<file path="src/rtl/wall_pkg.sv">
// ============================================================================
// Module   : wall_pkg
// Purpose  : Shared types and constants for the wall layout scheduler.
// Revision : 1.0 - initial release
// ============================================================================
`default_nettype none

package wall_pkg;

  typedef enum logic [2:0] {
    ST_IDLE   = 3'd0,
    ST_GEN    = 3'd1,
    ST_CHECK  = 3'd2,
    ST_COMMIT = 3'd3,
    ST_FINISH = 3'd4
  } wall_state_t;

  localparam logic [10:0] WALL_LONG       = 11'd64;
  localparam logic [10:0] WALL_SHORT      = 11'd32;
  localparam logic [15:0] LFSR_SEED       = 16'hACE1;
  localparam logic [9:0]  FALLBACK_X0     = 10'd16;
  localparam logic [9:0]  FALLBACK_X_STEP = 10'd144;
  localparam logic [9:0]  FALLBACK_Y      = 10'd16;

  // Index is zero-based: walls 1 and 3 are wide, walls 2 and 4 are tall.
  function automatic logic [10:0] wall_w(input logic [1:0] idx);
    return idx[0] ? WALL_SHORT : WALL_LONG;
  endfunction

  function automatic logic [10:0] wall_h(input logic [1:0] idx);
    return idx[0] ? WALL_LONG : WALL_SHORT;
  endfunction

  function automatic logic [9:0] fallback_x(input logic [1:0] idx);
    return FALLBACK_X0 + FALLBACK_X_STEP * {8'd0, idx};
  endfunction

endpackage

`default_nettype wire

</file>
<file path="src/rtl/wall_overlap_cmp.sv">
// ============================================================================
// Module   : wall_overlap_cmp
// Purpose  : Combinational test for overlap of two inclusive rectangles.
// Revision : 1.0 - initial release
// ============================================================================
`default_nettype none

module wall_overlap_cmp (
  input  logic [10:0] ax,
  input  logic [10:0] ay,
  input  logic [10:0] aw,
  input  logic [10:0] ah,
  input  logic [10:0] bx,
  input  logic [10:0] by,
  input  logic [10:0] bw,
  input  logic [10:0] bh,
  output logic        overlap
);

  logic w_x_hit;
  logic w_y_hit;

  // Footprints span X..X+W inclusive, so touching edges count as overlap.
  assign w_x_hit = (ax <= bx + bw) && (bx <= ax + aw);
  assign w_y_hit = (ay <= by + bh) && (by <= ay + ah);
  assign overlap = w_x_hit && w_y_hit;

endmodule

`default_nettype wire

</file>
<file path="src/rtl/wall_scheduler.sv">
// ============================================================================
// Module   : wall_scheduler
// Purpose  : Generates up to four random wall positions and publishes them
//            on a frame boundary. Macro WALL_OVERLAP_CHECK_EN enables the
//            pairwise overlap rejection in CHECK.
// Revision : 1.0 - initial release
// ============================================================================
`default_nettype none

module wall_scheduler
  import wall_pkg::*;
#(
  parameter int X_MAX     = 639,
  parameter int Y_MAX     = 479,
  parameter int MAX_TRIES = 15
) (
  input  logic       Clk,
  input  logic       Reset_n,
  input  logic       frame_clk,
  input  logic       start,
  input  logic [2:0] num_walls,
  output logic       busy,
  output logic       done,
  output logic [9:0] X1,
  output logic [9:0] X2,
  output logic [9:0] X3,
  output logic [9:0] X4,
  output logic [9:0] Y1,
  output logic [9:0] Y2,
  output logic [9:0] Y3,
  output logic [9:0] Y4,
  output logic [3:0] wall_en
);

`ifdef WALL_OVERLAP_CHECK_EN
  localparam bit c_overlap_en = 1'b1;
`else
  localparam bit c_overlap_en = 1'b0;
`endif

  localparam int                   c_try_w    = $clog2(MAX_TRIES + 1);
  localparam logic [c_try_w-1:0]   c_try_last = c_try_w'(MAX_TRIES - 1);
  localparam logic [c_try_w-1:0]   c_try_one  = c_try_w'(1);
  localparam logic [10:0]          c_x_max    = 11'(X_MAX);
  localparam logic [10:0]          c_y_max    = 11'(Y_MAX);

  wall_state_t        r_state;
  logic [15:0]        r_lfsr;
  logic [2:0]         r_num;
  logic [1:0]         r_cur;
  logic [1:0]         r_chk;
  logic [c_try_w-1:0] r_try;
  logic [9:0]         r_cand_x;
  logic [9:0]         r_cand_y;
  logic [9:0]         r_wx [4];
  logic [9:0]         r_wy [4];
  logic [3:0]         r_wen;
  logic               r_pub;
  logic [2:0]         r_frm_sync;

  logic        w_lfsr_fb;
  logic [2:0]  w_nclamp;
  logic [10:0] w_cand_w;
  logic [10:0] w_cand_h;
  logic        w_oob;
  logic        w_overlap;
  logic        w_reject;
  logic        w_check_done;
  logic        w_frame_rise;

  assign w_lfsr_fb    = r_lfsr[15] ^ r_lfsr[13] ^ r_lfsr[12] ^ r_lfsr[10];
  assign w_nclamp     = num_walls[2] ? 3'd4 : num_walls;
  assign w_cand_w     = wall_w(r_cur);
  assign w_cand_h     = wall_h(r_cur);
  assign w_oob        = ({1'b0, r_cand_x} + w_cand_w > c_x_max) ||
                        ({1'b0, r_cand_y} + w_cand_h > c_y_max);
  assign w_frame_rise = r_frm_sync[1] & ~r_frm_sync[2];

  // Candidate versus the committed wall selected by r_chk.
  wall_overlap_cmp u_overlap (
    .ax      ({1'b0, r_cand_x}),
    .ay      ({1'b0, r_cand_y}),
    .aw      (w_cand_w),
    .ah      (w_cand_h),
    .bx      ({1'b0, r_wx[r_chk]}),
    .by      ({1'b0, r_wy[r_chk]}),
    .bw      (wall_w(r_chk)),
    .bh      (wall_h(r_chk)),
    .overlap (w_overlap)
  );

  assign w_reject     = w_oob || (c_overlap_en && (r_cur != 2'd0) && w_overlap);
  assign w_check_done = !c_overlap_en || (r_cur == 2'd0) || (r_chk + 2'd1 == r_cur);

  always_ff @(posedge Clk or negedge Reset_n) begin
    if (!Reset_n) begin
      r_state    <= ST_IDLE;
      r_lfsr     <= LFSR_SEED;
      r_num      <= 3'd0;
      r_cur      <= 2'd0;
      r_chk      <= 2'd0;
      r_try      <= '0;
      r_cand_x   <= 10'd0;
      r_cand_y   <= 10'd0;
      r_wen      <= 4'd0;
      r_pub      <= 1'b0;
      r_frm_sync <= 3'd0;
      busy       <= 1'b0;
      done       <= 1'b0;
      wall_en    <= 4'd0;
      X1 <= 10'd0; X2 <= 10'd0; X3 <= 10'd0; X4 <= 10'd0;
      Y1 <= 10'd0; Y2 <= 10'd0; Y3 <= 10'd0; Y4 <= 10'd0;
      for (int i = 0; i < 4; i++) begin
        r_wx[i] <= 10'd0;
        r_wy[i] <= 10'd0;
      end
    end else begin
      r_lfsr     <= {r_lfsr[14:0], w_lfsr_fb};
      r_frm_sync <= {r_frm_sync[1:0], frame_clk};
      done       <= 1'b0;

      // The FSM below may override r_pub in the same cycle.
      if (r_pub && w_frame_rise) begin
        r_pub   <= 1'b0;
        wall_en <= r_wen;
        X1 <= r_wx[0]; X2 <= r_wx[1]; X3 <= r_wx[2]; X4 <= r_wx[3];
        Y1 <= r_wy[0]; Y2 <= r_wy[1]; Y3 <= r_wy[2]; Y4 <= r_wy[3];
      end

      case (r_state)
        ST_IDLE: begin
          if (start) begin
            r_num <= w_nclamp;
            r_cur <= 2'd0;
            r_try <= '0;
            r_wen <= 4'd0;
            r_pub <= 1'b0;
            if (w_nclamp == 3'd0) begin
              r_state <= ST_FINISH;
            end else begin
              r_state <= ST_GEN;
              busy    <= 1'b1;
            end
          end
        end
        ST_GEN: begin
          r_cand_x <= r_lfsr[9:0];
          r_cand_y <= {1'b0, r_lfsr[15:7]};
          r_chk    <= 2'd0;
          r_state  <= ST_CHECK;
        end
        ST_CHECK: begin
          if (w_reject) begin
            r_try <= r_try + c_try_one;
            if (r_try == c_try_last) begin
              r_cand_x <= fallback_x(r_cur);
              r_cand_y <= FALLBACK_Y;
              r_state  <= ST_COMMIT;
            end else begin
              r_state <= ST_GEN;
            end
          end else if (w_check_done) begin
            r_state <= ST_COMMIT;
          end else begin
            r_chk <= r_chk + 2'd1;
          end
        end
        ST_COMMIT: begin
          r_wx[r_cur]  <= r_cand_x;
          r_wy[r_cur]  <= r_cand_y;
          r_wen[r_cur] <= 1'b1;
          if ({1'b0, r_cur} + 3'd1 == r_num) begin
            r_state <= ST_FINISH;
            busy    <= 1'b0;
          end else begin
            r_cur   <= r_cur + 2'd1;
            r_try   <= '0;
            r_state <= ST_GEN;
          end
        end
        ST_FINISH: begin
          done    <= 1'b1;
          r_pub   <= 1'b1;
          r_state <= ST_IDLE;
        end
        default: begin
          r_state <= ST_IDLE;
          busy    <= 1'b0;
        end
      endcase
    end
  end

endmodule

`default_nettype wire

</file>
<file path="config.mk">
export PLATFORM = sky130hd
export DESIGN_NAME = wall_scheduler
export DESIGN_NICKNAME = d
export VERILOG_FILES = /design/src/rtl/wall_pkg.sv /design/src/rtl/wall_overlap_cmp.sv /design/src/rtl/wall_scheduler.sv
export SDC_FILE = /design/constraint.sdc
export NUM_CORES = 1
export LEC_CHECK = 0
export ABC_AREA = 0
export BUFFER_PORTS_ARGS = -buffer_cell sky130_fd_sc_hd__buf_2
export CORE_MARGIN = 4
export CORE_UTILIZATION = 25
export CTS_CLUSTER_SIZE = 24
export DETAILED_ROUTE_END_ITERATION = 8
export PLACE_DENSITY = 0.4
export SETUP_SLACK_MARGIN = 0.5
export SLEW_MARGIN = 5
export SYNTH_ARGS = -nofsm -noshare
export SYNTH_HDL_FRONTEND = slang
export SYNTH_HIERARCHICAL = 1
export SYNTH_SLANG_ARGS = --single-unit
</file>
<file path="constraint.sdc">
create_clock -name Clk -period 2.4 [get_ports Clk]
set_input_delay 0.12 -clock Clk [delete_from_list [all_inputs] [get_ports Clk]]
set_output_delay 0.12 -clock Clk [all_outputs]
set_load 0.02 [all_outputs]
</file>
Word-level counts from Yosys, hierarchy flattened. Index checks and enable logic that the tools add are counted.

Mux-type cells: 37. Reductions and logical operators: 16. Equality and inequality tests: 12. Multipliers: 1. Add/subtract/negate cells: 6. Bitwise gates (word level): 8. Order comparisons: 6.

Operators with widths (count): bitwise mux 40 bit (2); 2-to-1 mux 10 bit (5); one-hot mux 10 bit (2 select lines) (2); adder 10 x 7 -> 11 bit (2); demux 10 bit (select 2 bit) (1); 2-to-1 mux 3 bit (5); 2-to-1 mux 7 bit (2); 2-to-1 mux 4 bit (3); != test 2 bit, second input constant (6); one-hot mux 3 bit (4 select lines) (1); one-hot mux 4 bit (3 select lines) (1); > comparator 11 x 10 -> 1 bit, second input constant (1); > comparator 11 x 9 -> 1 bit, second input constant (1); adder 5 x 10 -> 10 bit, first input constant (1); one-hot mux 4 bit (2 select lines) (1); AND reduction 4 bit (2); 2-to-1 mux 1 bit (7); == test 3 x 2 -> 1 bit, second input constant (2); logical NOT 3 bit (2); multiplier 4 x 2 -> 6 bit, first input constant (1); 2-to-1 mux 2 bit (3); AND reduction 3 bit (2); adder 4 x 1 -> 4 bit, second input constant (1); == test 4 bit, second input constant (1); 24 further kinds (31).

Logic and storage cells: 115. Bits in registers: 222. Output and inout bits: 86.

Logic depth before layout (Yosys ltp). Gate-level depths: netlist of run 1.

Depth after elaboration: 6. Depth in mapped cells: 9. Mapped depth without buffers: 8.

Worst setup path before layout of run 1. No wires, ideal clock.

Kind: register -> register. Start: reg r_cur[0]. End: reg r_cand_x[4]. Slack: -0.161 ns. Stages on the path, launching flop included: 9. Data arrival time: 2.436 ns. Clock period less this slack: 2.561 ns. Library setup time: 0.125 ns. Cells stage by stage: dfrtp_1 inv_1 ha_1 fa_1 a21o_1 nand3_1 o2111ai_4 o21ai_4 mux2_4.

Cells in the longest elaborated chain, start to end: 6.

Ends and longest elaborated chain: start, declared (RTL line wall_scheduler.sv:50) `logic [1:0] r_cur;`; start signal, assigned (RTL line wall_scheduler.sv:176) `r_cur <= r_cur + 2'd1;`; branches (longest 6 deep; another with adder 5 x 10 -> 10 bit); end signal, assigned (RTL line wall_scheduler.sv:147) `r_cand_x <= r_lfsr[9:0];`; end signal, assigned (RTL line wall_scheduler.sv:156) `r_cand_x <= fallback_x(r_cur);`; end, declared (RTL line wall_scheduler.sv:53) `logic [9:0] r_cand_x;`.

Several ways; the timed one is not identified. The select of a mux whose other input is x is not followed. A chain may end at the register's enable or synchronous reset.

Final worst setup path of run 1. Ends and elaborated chain as after synthesis.

==> results.toml, run 1 <==
[power_and_ir_drop]
ir_drop_mv = 0.517
internal_power_uw = 5640
p_leak_uw = 0.00511
clock_power_share = 0.503
swShare = 0.210
p_sw_uw = 1500
p_comb_frac = 0.014
p_seq_frac = 0.483
power_density_nw_per_um2 = 716

[timing]
slew-limit-headroom = 0.642
fmax_mhz = 441
tns_ns = 0
rsz0062_at_grt = "yes"
fin_crit_sh = 0.944
setup_viol = 0
skew_ns = 0.0110
worstMarginPinSlew_ns = 0.537
min_period_ns = 2.27
hold_viol = 0
drv_slew = 0

[cts]
cts-buffers-inserted = 24
cts_tree = "yes"
htree_levels = 1
numClockSinks = 204
clk_latency_ns = 0.50
clock_tree.buffer_depth = 3
cts_root_buf = "clkbuf_16"
path_clk_slew_ns = 0.05

[yosys]
syn-cell-area_um2 = 7930
yosysWarnings = 6
synth_seq_cells = 204
ys_types = 47
synth_edf_count = 0
ys_seq_area_frac = 0.645
syn_area_per_cell_um2 = 14.7
async_flop_share = 1.00
syn-instance-count = 540
synth_flop_cell = "dfrtp_1"

[layout]
syn_to_final_growth_pct = 25.7
final_util = 0.322
drive_gt1_frac = 0.471
num_antenna_cells = 0
nNetsFinal = 681

[setup_path]
cp_max_fo = 7
worstPathArrival_ns = 2.65
critPathTopFamily = "adder cells"
path_cells = "inv_4 -> ha_4 -> fa_2 -> a21o_1 -> nand3_2 -> o2111ai_4 -> o21ai_4 -> buf_12 -> mux2_4"
crit_type = "register to register"
cpPeakStageDelay_ns = 0.46
critPathBufInv = 2
slowest_stage = "dfrtp_2"
crit_path_end_kind = "register"
worstPathRequired_ns = 2.78
worstSetupStartpointType = "register"

[floorplan]
rows = 64
initial_core_util = 0.257
die_area_um2 = 34600
fp.dieW_um = 186
num_io_pins = 93
chipHeight_um = 186
coreArea_um2 = 30900

[global_route]
grt_pass1_vias = 5022
overflow = 0
grt_pass1_wl_um = 28800
track_usage = 0.104
grt_max_degree = 81
antenna_found_initial = 0

[outcome]
status = "completed"

[placed_design]
hpwl_um = 12000
port_buffers = 88
place_congestion = 0.724

[detailed_routing]
antenna_left = 0
vias = 4650
wl_um = 17800
drtPass1Iterations = 4
wl_per_cell_um = 16.6
via_per_inst = 4.33
drtIter0Drc = 140
drcViolationCount = 0

[job]
cap_violations = 0

[worst_hold_path]
hp-class = "input pin to asynchronous set/reset pin"
-- cell usage in the layout (no fill, tap or decap), types with 4 or more instances in the layout --
cell type | netlist | layout
buf_2 | 0 | 87
mux2i_1 | 5 | 5
mux2_2 | 131 | 130
nand2_1 | 32 | 32
mux2_4 | 3 | 4
clkbuf_16 | 0 | 25
a22o_1 | 11 | 11
clkinv_2 | 0 | 5
buf_4 | 8 | 20
dlygate4sd3_1 | 0 | 6
nor2_1 | 10 | 9
clkbuf_8 | 0 | 6
ha_1 | 11 | 9
o21ai_0 | 28 | 27
nor3_1 | 4 | 4
inv_1 | 14 | 13
buf_12 | 0 | 6
clkbuf_1 | 16 | 4
nand3_1 | 6 | 4
dfstp_2 | 8 | 8
xnor2_1 | 4 | 4
a21oi_1 | 9 | 7
dfrtp_1 | 196 | 195
conb_1 | 1 | 4
-- layout make-up --
class / count / area [um2]
multi-input cells: 294 / 2690
inverters: 14 / 55.1
clock buffers: 34 / 709
repair buffers: 123 / 813
well taps: 396 / 495
clock inverters: 10 / 90.1
fillers: 3081 / 20900
flip-flops and latches: 204 / 5120
-- state kept, by name (all words and copies together) (netlist names), 9 cells and up --
register	count
X1	9
X2	9
X3	9
X4	9
Y1	9
Y2	9
Y3	9
Y4	9
r_cand_x	9
r_cand_y	9
r_lfsr	16
r_wx	36
r_wy	36
-- synth_stat cells, types with 3 or more instances --
cell | number | share of area
a21oi_1 | 9 | 0.0057
a22o_1 | 11 | 0.012
buf_1 | 4 | 0.0019
buf_4 | 8 | 0.0076
clkbuf_1 | 16 | 0.0076
dfrtp_1 | 196 | 0.62
dfstp_2 | 8 | 0.027
ha_1 | 11 | 0.017
inv_1 | 14 | 0.0066
mux2_2 | 131 | 0.19
mux2_4 | 3 | 0.0057
mux2i_1 | 5 | 0.0063
nand2_1 | 32 | 0.015
nand3_1 | 6 | 0.0038
nand3b_1 | 3 | 0.0028
nor2_1 | 10 | 0.0047
nor3_1 | 4 | 0.0025
nor3b_1 | 3 | 0.0028
o21ai_0 | 28 | 0.018
xnor2_1 | 4 | 0.0044
-- final timing paths --
kind	cells past startpoint	end	slack (ns)	from
setup reg to reg	9	r_cand_x[4]	0.13	r_cur[0]
hold / removal	2	Y3[4]	0.16	Reset_n
min in group Clk	2	r_frm_sync[0]	0.26	frame_clk
max in group asynchronous	3	r_cur[0]	1.36	Reset_n
hold reg to reg	0	r_frm_sync[1]	0.35	r_frm_sync[0]
setup / recovery	9	r_cand_x[4]	0.13	r_cur[0]
-- per-layer routing --
metal,global-route usage,routed length (um),vias up
met5,0,0,-
met4,0.0262,289,0
met3,0.0244,945,21
met2,0.174,8590,87
met1,0.138,8000,2410
li1,-,-,2132
-- what timing repair did --
action | in CTS | in global routing
gates cloned | 1 | 0
endpoints found under the hold margin | 63 | 0
pin swaps | 3 | 8
setup endpoints to repair | 23 | 56
hold buffers | 6 | 0
resized for setup | 6 | 7
setup buffers | 5 | 0
-- through the flow --
step / std cells / worst slack, ns / instance area [um2] / total power [uW] / hold WS [ns]
after floorplan: 543 / 0.114 / 7980 / 3520 / -0.176
after global placement: 1019 / 0.0451 / 8990 / 3600 / 0.130
after detailed placement: 1019 / 0.0101 / 8990 / 3610 / 0.146
after CTS: 1075 / 0.114 / 9930 / 7290 / 0.177
after global routing: 1075 / 0.0364 / 9970 / 7430 / 0.211
final: 1075 / 0.134 / 9970 / 7140 / 0.156
-- cells by family after synthesis --
kind of cell / count (synthesis) / synth area share
AO/OA/AOI/OAI: 64 / 0.0578
XOR/XNOR: 6 / 0.00663
adder cells (fa/ha/maj): 13 / 0.0224
buffers and inverters: 45 / 0.0284
flip-flops: 204 / 0.645
multiplexers: 139 / 0.198
other: 1 / 0.000473
AND/OR/NAND/NOR: 68 / 0.0412
-- power by group through the flow --
stage | clock, uW | sequential (uW) | combinational (uW)
after floorplan | 0 | 3510 | 13.7
after global placement | 0 | 3510 | 96.2
after detailed placement | 0 | 3510 | 99.9
after CTS | 3740 | 3440 | 108
after global routing | 3870 | 3440 | 118
final | 3590 | 3440 | 99.7
(Power assumes the default switching activity.)
==> run 2, diff against run 1 <==
- CORE_ASPECT_RATIO: default -> 0.7
- CTS_CLUSTER_SIZE: 24 -> 16
==> run 2 against run 1 <==
  * Cell area grew 0.24%
  * Power grew 0.88%
  * Global-route usage is essentially flat
  * Flip-flop and latch count is the same
  * Setup slack lost 0.034 ns
  * Die area grew 0.13%
  * First-iteration DRC count grew 44%
  * Fmax shrank 1.5%
  * Sequential share of layout area shrank 0.12 points
  * Critical path type unchanged
==> results.toml, run 2 (same netlist as run 1, synthesis figures left out) <==
[detailed_routing]
drcViolationCount = 0
via_per_inst = 4.20
antenna_left = 0
vias = 4638
drtPass1Iterations = 6
wl_per_cell_um = 16.6
drtIter0Drc = 202
wl_um = 18300

[setup_path]
worstPathRequired_ns = 2.81
worstPathArrival_ns = 2.71
reg2regPathDepth = 9
worstSetupStartpointType = "register"
crit_path_end_kind = "register"
path_cells = "inv_4 -> ha_4 -> fa_2 -> a21o_1 -> nand3_2 -> o2111ai_4 -> o21ai_4 -> buf_12 -> mux2_4"
crit_cells = 9
cp_max_fo = 5
crit_type = "register to register"
critPathTopFamily = "adder cells"
r2r_setup_slack_ns = 0.1
slowest_stage = "dfrtp_2"
worstReg2RegStart = "r_cur[0]"
timing.rr.end = "r_cand_x[5]"
critPathBufInv = 2
cp-startpoint = "r_cur[0]"
setup.worst_path.end = "r_cand_x[5]"
cpPeakStageDelay_ns = 0.45

[timing]
worstMarginPinSlew_ns = 0.621
setup_viol = 0
rsz0062_at_grt = "yes"
fmax_mhz = 435
tns_ns = 0
fin_crit_sh = 0.959
worst_slack_ns = 0.0995
hold_viol = 0
skew_ns = 0.0218
slew-limit-headroom = 0.586
drv_slew = 0
min_period_ns = 2.30

[placed_design]
port_buffers = 88
place_ws_ns = 0.00127
placedCellCount = 1048
hpwl_um = 12100
place_congestion = 0.760

[power_and_ir_drop]
p_sw_uw = 1540
power_uw = 7200
p_leak_uw = 0.00512
swShare = 0.213
p_seq_frac = 0.478
ir_drop_mv = 0.373
clock_power_share = 0.508
power_density_nw_per_um2 = 721
p_comb_frac = 0.014
internal_power_uw = 5660

[floorplan]
rows = 54
chipHeight_um = 157
num_io_pins = 93
initial_core_util = 0.254
coreArea_um2 = 31200
die_area_um2 = 34700
fp.dieW_um = 221

[outcome]
status = "completed"

[cts]
cts-buffers-inserted = 23
numClockSinks = 204
cts_root_buf = "clkbuf_16"
clk_latency_ns = 0.53
clock_tree.buffer_depth = 3
path_clk_slew_ns = 0.06
htree_levels = 1
cts_tree = "yes"

[global_route]
antenna_found_initial = 0
grt_max_degree = 76
track_usage = 0.105
grt_pass1_wl_um = 29200
overflow = 0
grt_pass1_vias = 5029

[layout]
syn_to_final_growth_pct = 26.0
final_util = 0.320
final_cell_mix = "dfrtp_1, mux2_2, buf_2"
nNetsFinal = 686
num_antenna_cells = 0
final_cells = 1103
reg.largest.list = "r_wx (36), r_wy (36), r_lfsr (16)"
layout_commonest_cell = "dfrtp_1"
drive_gt1_frac = 0.479

[worst_hold_path]
hp-class = "input pin to asynchronous set/reset pin"

[job]
cap_violations = 0
-- run 2: cell count changes in the layout (fill, tap and decap cells not counted), moves of 2 or more --
| cell | delta |
|---|---|
| clkbuf_8 | -2 |
| buf_4 | +9 |
| buf_12 | -3 |
| clkbuf_16 | -2 |
| bufinv_16 | +2 |
-- run 2: stage by stage --
stage / area, um2 / hold slack [ns]
after floorplan: 7980 / -0.176
after global placement: 9020 / 0.179
after detailed placement: 9020 / 0.181
after CTS: 9970 / 0.184
after global routing: 9990 / 0.229
final: 9990 / 0.181
-- run 2: layer usage --
metal  part of all wire  track usage  up-vias  routed length, um
met3              0.047       0.0289       22                855
li1                   -            -     2136                  -
met1               0.51        0.154     2389               9300
met5                  0            0        -                  0
met2               0.43        0.155       91               7790
met4              0.018       0.0235        0                338
-- run 2: area by class of cell --
| class | count | area (um2) |
|---|---|---|
| clock buffer | 29 | 628 |
| clock inverter | 13 | 164 |
| sequential | 204 | 5120 |
| inverter | 14 | 55.1 |
| timing repair buffer | 129 | 821 |
| tap | 420 | 526 |
| multi-input combinational | 294 | 2680 |
| fill | 3137 | 21200 |
-- run 2: power by group through the flow --
stage	clock network [uW]	logic, uW	registers, uW
3_3_place_gp	0	95.1	3510
3_5_place_dp	0	99.0	3510
2_1_floorplan	0	13.7	3510
4_1_cts	3810	107	3440
5_1_grt	3950	120	3440
6_report	3650	101	3440
-- run 2: what timing repair did --
action                                  in CTS  in global routing
endpoints found under the hold margin       73                  0
pin swaps                                    3                  5
hold buffers                                 6                  0
setup buffers                                7                  0
endpoints found under the setup margin      23                 28
gates resized for setup                      9                  5
-- run 2: worst min-delay path by stage --
stage | start | to | slack (ns)
finish | Reset_n | r_wx[23] | 0.18
global route | frame_clk | r_frm_sync[0] | 0.23
CTS | Reset_n | r_wx[23] | 0.18
detailed placement | Reset_n | X3[3] | 0.18
global placement | Reset_n | X1[3] | 0.18
floorplan | Reset_n | X1[0] | -0.18
